`src/rtl/seq_det_scheduler_pkg.sv`:
```
// Shared definitions for the sequence-detector scheduler.
//   state_e : FSM state encodings (IDLE, CLR, SHIFT, DRAIN, DONE)
//   id_w    : width of a requester index for n requesters
//   cnt_w   : width of a hit counter able to hold 0..fw
package seq_sched_pkg;

  typedef enum logic [2:0] {
    ST_IDLE  = 3'd0,
    ST_CLR   = 3'd1,
    ST_SHIFT = 3'd2,
    ST_DRAIN = 3'd3,
    ST_DONE  = 3'd4
  } state_e;

  // Index width; a single requester still needs one bit to avoid zero-width vectors.
  function automatic int id_w(input int n);
    return (n > 1) ? $clog2(n) : 1;
  endfunction

  function automatic int cnt_w(input int fw);
    return $clog2(fw + 1);
  endfunction

endpackage

```
`src/rtl/seq_det_scheduler_if.sv`:
```
// Client-side bus of the sequence-detector scheduler.
//   req, frame_data         : requester -> scheduler (frame i at [i*FRAME_W +: FRAME_W])
//   gnt, busy, done,
//   done_id, hit_cnt        : scheduler -> requesters
// Modports: master = requester side, slave = scheduler side.
interface seq_det_scheduler_if
  import seq_sched_pkg::*;
#(
  parameter int N_REQ   = 4,
  parameter int FRAME_W = 8
);
  localparam int ID_W  = id_w(N_REQ);
  localparam int CNT_W = cnt_w(FRAME_W);

  logic [N_REQ-1:0]         req;
  logic [N_REQ*FRAME_W-1:0] frame_data;
  logic [N_REQ-1:0]         gnt;
  logic                     busy;
  logic                     done;
  logic [ID_W-1:0]          done_id;
  logic [CNT_W-1:0]         hit_cnt;

  modport master (
    output req, frame_data,
    input  gnt, busy, done, done_id, hit_cnt
  );

  modport slave (
    input  req, frame_data,
    output gnt, busy, done, done_id, hit_cnt
  );
endinterface

```
`src/rtl/seq_det_scheduler_rr_arbiter.sv`:
```
// Combinational round-robin pick.
//   req_i  : request vector
//   ptr_i  : index that has highest priority this round
//   pick_o : one-hot winner
//   idx_o  : binary index of winner
//   any_o  : at least one request present
// The pointer register lives in the parent.
module rr_arbiter
  import seq_sched_pkg::*;
#(
  parameter int N_REQ = 4,
  localparam int ID_W = id_w(N_REQ)
) (
  input  logic [N_REQ-1:0] req_i,
  input  logic [ID_W-1:0]  ptr_i,
  output logic [N_REQ-1:0] pick_o,
  output logic [ID_W-1:0]  idx_o,
  output logic             any_o
);

  logic [ID_W:0]   sum_s;
  logic [ID_W-1:0] cand_s;

  // Scan from ptr upward with wrap; the first set request wins.
  always_comb begin
    pick_o = '0;
    idx_o  = '0;
    any_o  = 1'b0;
    sum_s  = '0;
    cand_s = '0;
    for (int k = 0; k < N_REQ; k++) begin
      sum_s = {1'b0, ptr_i} + (ID_W+1)'(k);
      if (sum_s >= (ID_W+1)'(N_REQ)) begin
        sum_s = sum_s - (ID_W+1)'(N_REQ);
      end else begin
        sum_s = sum_s;
      end
      cand_s = sum_s[ID_W-1:0];
      if (!any_o && req_i[cand_s]) begin
        pick_o[cand_s] = 1'b1;
        idx_o          = cand_s;
        any_o          = 1'b1;
      end else begin
        any_o = any_o;
      end
    end
  end

endmodule

```
`src/rtl/seq_det_scheduler.sv`:
```
// Time-shares one external Moore sequence detector between N_REQ requesters.
// A round-robin winner's frame is latched, the detector is cleared, the frame
// is shifted in MSB first, and detector hits over the observation window are
// reported with the requester id.
//   clk, rst : clock, synchronous active-high reset
//   bus      : client bus (slave modport) - req/frame_data in, gnt/busy/done/done_id/hit_cnt out
//   det_clr  : detector clear (also forced high while rst is high)
//   det_in   : serial bit to detector
//   det_out  : detector match output
module seq_det_scheduler
  import seq_sched_pkg::*;
#(
  parameter int N_REQ   = 4,
  parameter int FRAME_W = 8,
  parameter int DET_LAT = 1
) (
  input  logic               clk,
  input  logic               rst,
  seq_det_scheduler_if.slave bus,
  output logic               det_clr,
  output logic               det_in,
  input  logic               det_out
);

  localparam int ID_W  = id_w(N_REQ);
  localparam int CNT_W = cnt_w(FRAME_W);
  localparam int IDX_W = $clog2(FRAME_W + DET_LAT);

  // idx counts the SHIFT cycles and then continues through DRAIN.
  localparam logic [IDX_W-1:0] IDX_LAST_SHIFT = IDX_W'(FRAME_W - 1);
  localparam logic [IDX_W-1:0] IDX_LAST       = IDX_W'(FRAME_W + DET_LAT - 1);
  localparam logic [IDX_W-1:0] IDX_WIN        = IDX_W'(DET_LAT);

  state_e              state_q, state_d;
  logic [ID_W-1:0]     ptr_q, ptr_d;
  logic [ID_W-1:0]     cur_id_q, cur_id_d;
  logic [FRAME_W-1:0]  shreg_q, shreg_d;
  logic [IDX_W-1:0]    idx_q, idx_d;
  logic [CNT_W-1:0]    hit_q, hit_d;

  logic [N_REQ-1:0]    gnt_q, gnt_d;
  logic                busy_q, busy_d;
  logic                det_clr_q, det_clr_d;
  logic                det_in_q, det_in_d;
  logic                done_q, done_d;
  logic [ID_W-1:0]     done_id_q, done_id_d;
  logic [CNT_W-1:0]    hit_cnt_q, hit_cnt_d;

  logic [N_REQ-1:0]    arb_pick_s;
  logic [ID_W-1:0]     arb_idx_s;
  logic                arb_any_s;

  rr_arbiter #(.N_REQ(N_REQ)) u_arb (
    .req_i  (bus.req),
    .ptr_i  (ptr_q),
    .pick_o (arb_pick_s),
    .idx_o  (arb_idx_s),
    .any_o  (arb_any_s)
  );

  // FSM state register.
  always_ff @(posedge clk) begin
    if (rst) begin
      state_q <= ST_IDLE;
    end else begin
      state_q <= state_d;
    end
  end

  // FSM next-state logic; req is only looked at in IDLE.
  always_comb begin
    state_d = state_q;
    case (state_q)
      ST_IDLE: begin
        if (arb_any_s) state_d = ST_CLR;
        else           state_d = ST_IDLE;
      end
      ST_CLR:   state_d = ST_SHIFT;
      ST_SHIFT: begin
        if (idx_q == IDX_LAST_SHIFT) state_d = ST_DRAIN;
        else                         state_d = ST_SHIFT;
      end
      ST_DRAIN: begin
        if (idx_q == IDX_LAST) state_d = ST_DONE;
        else                   state_d = ST_DRAIN;
      end
      ST_DONE:  state_d = ST_IDLE;
      default:  state_d = ST_IDLE;
    endcase
  end

  // Datapath next-state: frame latch, shift register, window index, hit counter, pointer.
  always_comb begin
    shreg_d  = shreg_q;
    cur_id_d = cur_id_q;
    ptr_d    = ptr_q;
    idx_d    = idx_q;
    hit_d    = hit_q;
    case (state_q)
      ST_IDLE: begin
        if (arb_any_s) begin
          cur_id_d = arb_idx_s;
          for (int k = 0; k < N_REQ; k++) begin
            if (arb_idx_s == ID_W'(k)) shreg_d = bus.frame_data[k*FRAME_W +: FRAME_W];
            else                       shreg_d = shreg_d;
          end
        end else begin
          cur_id_d = cur_id_q;
        end
      end
      ST_CLR: begin
        idx_d = '0;
        hit_d = '0;
        if (cur_id_q == ID_W'(N_REQ - 1)) ptr_d = '0;
        else                              ptr_d = cur_id_q + ID_W'(1);
      end
      ST_SHIFT, ST_DRAIN: begin
        idx_d = idx_q + IDX_W'(1);
        if (state_q == ST_SHIFT) shreg_d = {shreg_q[FRAME_W-2:0], 1'b0};
        else                     shreg_d = shreg_q;
        // det_out lags det_in by DET_LAT, so the window starts DET_LAT cycles in.
        if (idx_q >= IDX_WIN) hit_d = hit_q + CNT_W'(det_out);
        else                  hit_d = hit_q;
      end
      default: begin
        idx_d = idx_q;
      end
    endcase
  end

  // FSM output decode; outputs are registered, so decode the upcoming state.
  always_comb begin
    busy_d    = (state_d != ST_IDLE);
    det_clr_d = (state_d == ST_CLR);
    done_d    = (state_d == ST_DONE);
    done_id_d = done_id_q;
    hit_cnt_d = hit_cnt_q;
    // CLR is only reachable from IDLE, so the grant is the arbiter pick on that transition.
    if (state_q == ST_IDLE && arb_any_s) gnt_d = arb_pick_s;
    else                                 gnt_d = '0;
    if (state_d == ST_SHIFT) det_in_d = shreg_d[FRAME_W-1];
    else                     det_in_d = 1'b0;
    // hit_d already includes the last window sample taken in the final DRAIN cycle.
    if (state_d == ST_DONE) begin
      done_id_d = cur_id_q;
      hit_cnt_d = hit_d;
    end else begin
      done_id_d = done_id_q;
      hit_cnt_d = hit_cnt_q;
    end
  end

  // Datapath and output registers.
  always_ff @(posedge clk) begin
    if (rst) begin
      ptr_q     <= '0;
      cur_id_q  <= '0;
      shreg_q   <= '0;
      idx_q     <= '0;
      hit_q     <= '0;
      gnt_q     <= '0;
      busy_q    <= 1'b0;
      det_clr_q <= 1'b0;
      det_in_q  <= 1'b0;
      done_q    <= 1'b0;
      done_id_q <= '0;
      hit_cnt_q <= '0;
    end else begin
      ptr_q     <= ptr_d;
      cur_id_q  <= cur_id_d;
      shreg_q   <= shreg_d;
      idx_q     <= idx_d;
      hit_q     <= hit_d;
      gnt_q     <= gnt_d;
      busy_q    <= busy_d;
      det_clr_q <= det_clr_d;
      det_in_q  <= det_in_d;
      done_q    <= done_d;
      done_id_q <= done_id_d;
      hit_cnt_q <= hit_cnt_d;
    end
  end

  // Detector is held cleared for the whole reset, including before the first edge.
  assign det_clr     = det_clr_q | rst;
  assign det_in      = det_in_q;
  assign bus.gnt     = gnt_q;
  assign bus.busy    = busy_q;
  assign bus.done    = done_q;
  assign bus.done_id = done_id_q;
  assign bus.hit_cnt = hit_cnt_q;

endmodule

```
`src/flat_wrapper.sv`:
```
// flat-port wrapper written by rule: the top's interface ports become plain ports
module seq_det_scheduler_flat import seq_sched_pkg::*;
#(
  parameter int N_REQ   = 4,
  parameter int FRAME_W = 8,
  parameter int DET_LAT = 1
)
  (clk, rst, det_clr, det_in, det_out, bus_req, bus_frame_data, bus_gnt, bus_busy, bus_done, bus_done_id, bus_hit_cnt);
  seq_det_scheduler_if #(.N_REQ(N_REQ), .FRAME_W(FRAME_W)) bus_i ();
  input  logic clk;
  input  logic rst;
  output logic det_clr;
  output logic det_in;
  input  logic det_out;
  input wire logic [$bits(bus_i.req)-1:0] bus_req;
  input wire logic [$bits(bus_i.frame_data)-1:0] bus_frame_data;
  output wire logic [$bits(bus_i.gnt)-1:0] bus_gnt;
  output wire logic [$bits(bus_i.busy)-1:0] bus_busy;
  output wire logic [$bits(bus_i.done)-1:0] bus_done;
  output wire logic [$bits(bus_i.done_id)-1:0] bus_done_id;
  output wire logic [$bits(bus_i.hit_cnt)-1:0] bus_hit_cnt;
  assign bus_i.req = bus_req;
  assign bus_i.frame_data = bus_frame_data;
  assign bus_gnt = bus_i.gnt;
  assign bus_busy = bus_i.busy;
  assign bus_done = bus_i.done;
  assign bus_done_id = bus_i.done_id;
  assign bus_hit_cnt = bus_i.hit_cnt;
  seq_det_scheduler #(.N_REQ(N_REQ), .FRAME_W(FRAME_W), .DET_LAT(DET_LAT)) u_core (.clk(clk), .rst(rst), .bus(bus_i), .det_clr(det_clr), .det_in(det_in), .det_out(det_out));
endmodule
```
`config.mk`:
```
export PLATFORM = sky130hd
export DESIGN_NAME = seq_det_scheduler_flat
export DESIGN_NICKNAME = d
export VERILOG_FILES = /design/src/rtl/seq_det_scheduler_pkg.sv /design/src/rtl/seq_det_scheduler_if.sv /design/src/rtl/seq_det_scheduler_rr_arbiter.sv /design/src/rtl/seq_det_scheduler.sv /design/src/flat_wrapper.sv
export SDC_FILE = /design/constraint.sdc
export NUM_CORES = 1
export LEC_CHECK = 0
export CAP_MARGIN = 20
export CORE_UTILIZATION = 45
export CTS_CLUSTER_SIZE = 10
export DETAILED_ROUTE_END_ITERATION = 12
export PLACE_DENSITY_LB_ADDON = 0.3
export SETUP_SLACK_MARGIN = 0.2
export SYNTH_ARGS = -nofsm -noshare
export SYNTH_HDL_FRONTEND = slang
export SYNTH_SLANG_ARGS = --single-unit
```
`constraint.sdc`:
```
create_clock -name clk -period 2.74 [get_ports clk]
set_input_delay 0.411 -clock clk [delete_from_list [all_inputs] [get_ports clk]]
set_output_delay 0.411 -clock clk [all_outputs]
set_load 0.1 [all_outputs]
```
==> flow_summary_export.csv <==
group,metric,value,unit
routing,route.met2.wl,2.86,mm
power,power,0.00199,W
sta,clock_skew,0.00891,ns
synthesis,synth_edf_count,0,
power,powerDensity,573,mW/mm²
synthesis,syn_avg_cell_area,8.63,µm²
outcome,outcome,"finished clean",
routing,vias_per_cell,5.35,
sta,slew_headroom,56.7,%
floorplanning,die_x,74.6,µm
power,pwr-share-seq,32.0,%
synthesis,synthDistinctLibCells,53,
clock_tree,cts_root_buffer,"clkbuf_8",
cells_and_area,diodes,0,
global_route,first_global_vias,2077,
sta,max_freq,397,MHz
min_path,hp-class,"flop to flop",
sta,report.final.slew_viol_count,0,
global_route,grt_pass1_wl,9.32,mm
critical_path,required,2.92,ns
sta,final-hold-violation-count,0,
global_route,grt-ovfl-total,0,
synthesis,synth.area.top_cells,"dfxtp_1, mux2i_1, ha_1, nor2_1, a22oi_1",
global_route,grt_use_total,21.7,%
power,netSwitchingFraction,31.0,%
power,p_clk_share,28.6,%
synthesis,ys_seq_elements,37,
cells_and_area,fillers,400,
floorplanning,rows,26,
critical_path,reg2reg_slack,0.22,ns
sta,setup_viol,0,
cells_and_area,drive_gt1_share,28.1,%
routing,firstDrtPassIters,4,
global_route,antenna_found_initial,0,
critical_path,criticalPathCategory,"flop to flop",
synthesis,synth_nets,325,
floorplanning,die_height,74.6,µm
placed_design,gp_congestion,0.900,
routing,wl_met1,2.56,mm
floorplanning,start_util,46.4,%
floorplanning,io_pins,53,
clock_tree,cts.sinks,37,
critical_path,cp.arrival,2.70,ns
synthesis,synth_top_area_share,31.2,%
routing,drtIter0Drc,182,
power,power.internal,0.00137,W
synthesis,synth_top_area_cell,"dfxtp_1",
synthesis,synthesis.area,0.00237,mm²
sta,period_needed,2.52,ns
critical_path,start_kind,"flop",
clock_tree,cts_made_buffers,5,
routing,postRouteAntennaNets,0,
sta,fin_crit_sh,91.9,%
placed_design,io_buffer_count,52,
routing,route.detailed.drc,0,
sta,rsz0062_at_grt,"true",
clock_tree,htreeDepth,2,
cells_and_area,area_delta_synth_final,46.6,%
sta,fin_setup_tns,0,ns
routing,wl_per_cell,13.3,µm
power,power_switching,0.000617,W
global_route,grt_max_degree,33,
sta,worst_slew_pin_slew,0.649,ns
critical_path,worstSetupEndpointType,"flop",
critical_path,max_stage_delay,0.39,ns
floorplanning,core,0.00511,mm²
critical_path,crit_chain,"inv_2, ha_4, or3b_1, a211oi_2, a21oi_2, a31oi_4, buf_12, mux2_4, a211o_1",
routing,routed_wl,5.73,mm
floorplanning,fp.dieArea,0.00557,mm²
routing,dr_wl_met3,243,µm
synthesis,syn-instance-count,275,
synthesis,synth_warnings,0,
run,cap_violations,0,
clock_tree,path_clk_slew,0.08,ns
power,ir_drop,0.372,mV
clock_tree,holdBufCountCts,0,
power,combPwrFrac,39.4,%
clock_tree,clock_path_buffers,2,
routing,top_layer_used,"met4",
cells_and_area,fin_area,0.00348,mm²
synthesis,synthFlopType,"dfxtp_1",
clock_tree,cts_tree,"done",
critical_path,slowest_stage,"or3b_1",
synthesis,async_flop_share,0,%
placed_design,dpl_cell_area,0.00311,mm²
clock_tree,clock_latency,0.29,ns
cells_and_area,layout.nets,409,
critical_path,cp_max_fo,6,
synthesis,yosysSeqAreaShare,31.2,%
power,leakage,1.45,nW
placed_design,hpwl,3.96,mm
routing,via_count,2301,
[cell type report]
type | count | area [µm²] | area share, %
Multi-Input combinational cell | 209 | 1590 | 45.7
Clock inverter | 3 | 68.8 | 1.98
Timing Repair Buffer | 97 | 877 | 25.2
Inverter | 9 | 38.8 | 1.12
Clock buffer | 5 | 68.8 | 1.98
Sequential cell | 37 | 746 | 21.4
Tap cell | 70 | 87.6 | 2.52
[sequential cells by signal (all words and copies together) (netlist names)]
name and flops:
u_core.cur_id_q 2, u_core.bus.gnt 4, u_core.bus.done 1, u_core.det_clr_q 1, u_core.bus.busy 1, u_core.ptr_q 2, u_core.hit_q 4, u_core.state_q 3
u_core.bus.done_id 2, u_core.shreg_q 8, u_core.det_in 1, u_core.bus.hit_cnt 4, u_core.idx_q 4
[Yosys cell counts (all sizes together), types with 2 or more instances]
cell	instances
or3b	2
nor4	3
nor2b	7
nor3	7
or2	3
nand3	3
o21ai	10
clkbuf	13
mux2i	18
mux2	9
nor2	29
buf	7
and2	7
nand2b	3
a21o	2
o21a	4
a31oi	2
dfxtp	37
a211o	7
nor4b	2
nand2	24
nand3b	3
a21oi	9
a2111oi	2
o22ai	3
ha	11
a211oi	9
a311oi	2
inv	9
a221o	2
a22oi	14
[power groups by stage]
stage	sequential [W]	combinational [W]	clock [W]
CTS	0.000634	0.000722	0.000579
global route	0.000645	0.000848	0.000603
detailed placement	0.000645	0.000653	0
floorplan	0.000682	0.000404	0
global placement	0.000644	0.000644	0
finish	0.000637	0.000785	0.000570
[routing by layer]
metal | GRT usage [%] | vias to the layer above
met2 | 38.1 | 71
met3 | 3.93 | 6
met4 | 6.29 | 0
li1 | - | 1177
met1 | 27.0 | 1047
met5 | 0 | -
[worst paths after layout]
check                           depth (start not counted)               endpoint                   from
worst min register to register                          2  u_core.bus.hit_cnt[2]  u_core.bus.hit_cnt[2]
worst max-delay path                                    9      u_core.shreg_q[4]        u_core.ptr_q[1]
worst max register to register                          9      u_core.shreg_q[4]        u_core.ptr_q[1]
worst min-delay path                                    2  u_core.bus.hit_cnt[2]  u_core.bus.hit_cnt[2]
[layout by cell type, fill, tap and decap left out, types with 3 or more instances in the layout]
master,synthesis,final
a211o_1,7,7
a211oi_1,7,7
a21oi_1,8,8
a22oi_1,14,14
and2_1,6,5
buf_4,0,54
clkbuf_8,0,5
clkdlybuf4s50_1,0,36
dfxtp_1,37,35
ha_1,11,10
inv_1,9,7
mux2_4,1,8
mux2i_1,18,15
nand2_1,24,24
nand2b_1,3,3
nand3_1,3,3
nand3b_1,3,3
nor2_1,29,29
nor2b_1,7,7
nor3_1,7,6
o21a_1,4,4
o21ai_0,10,10
or2_2,3,3
[kinds of logic (layout without fill, tap and decap cells)]
kind of cell / Yosys count / after routing / share of synthesized area [%]
compound gates: 73 / 73 / 24.1
fa+ha+maj: 11 / 11 / 5.80
buf+inv: 29 / 114 / 5.43
flops: 37 / 37 / 31.2
mux: 28 / 28 / 13.0
simple gates: 97 / 97 / 20.5
[what timing repair did]
action                     4_1_cts  5_1_grt
gates cloned                     1        0
setup buffers                    7        8
gates resized for setup          7       16
setup endpoints to repair        7        9
pin swaps                        3       12
[worst max-delay path, delay by kind of cell (launching register included)]
kind | cells | cell delay, ns
flops | 1 | 0.34
simple gates | 1 | 0.39
compound gates | 4 | 0.91
buf+inv | 2 | 0.22
fa+ha+maj | 1 | 0.26
mux | 1 | 0.30
[through the flow]
step | hold slack [ns] | worst slack (ns) | std cells | utilization [%]
after floorplan | 0.484 | 0.0728 | 275 | -
after global placement | 0.476 | -0.0666 | 406 | 61.0
after detailed placement | 0.496 | -0.141 | 406 | 61.0
after CTS | 0.507 | 0.205 | 422 | 65.8
after global routing | 0.529 | 0.157 | 430 | 68.1
final | 0.502 | 0.221 | 430 | 68.1
No activity file was read; power rests on OpenSTA's default activity.
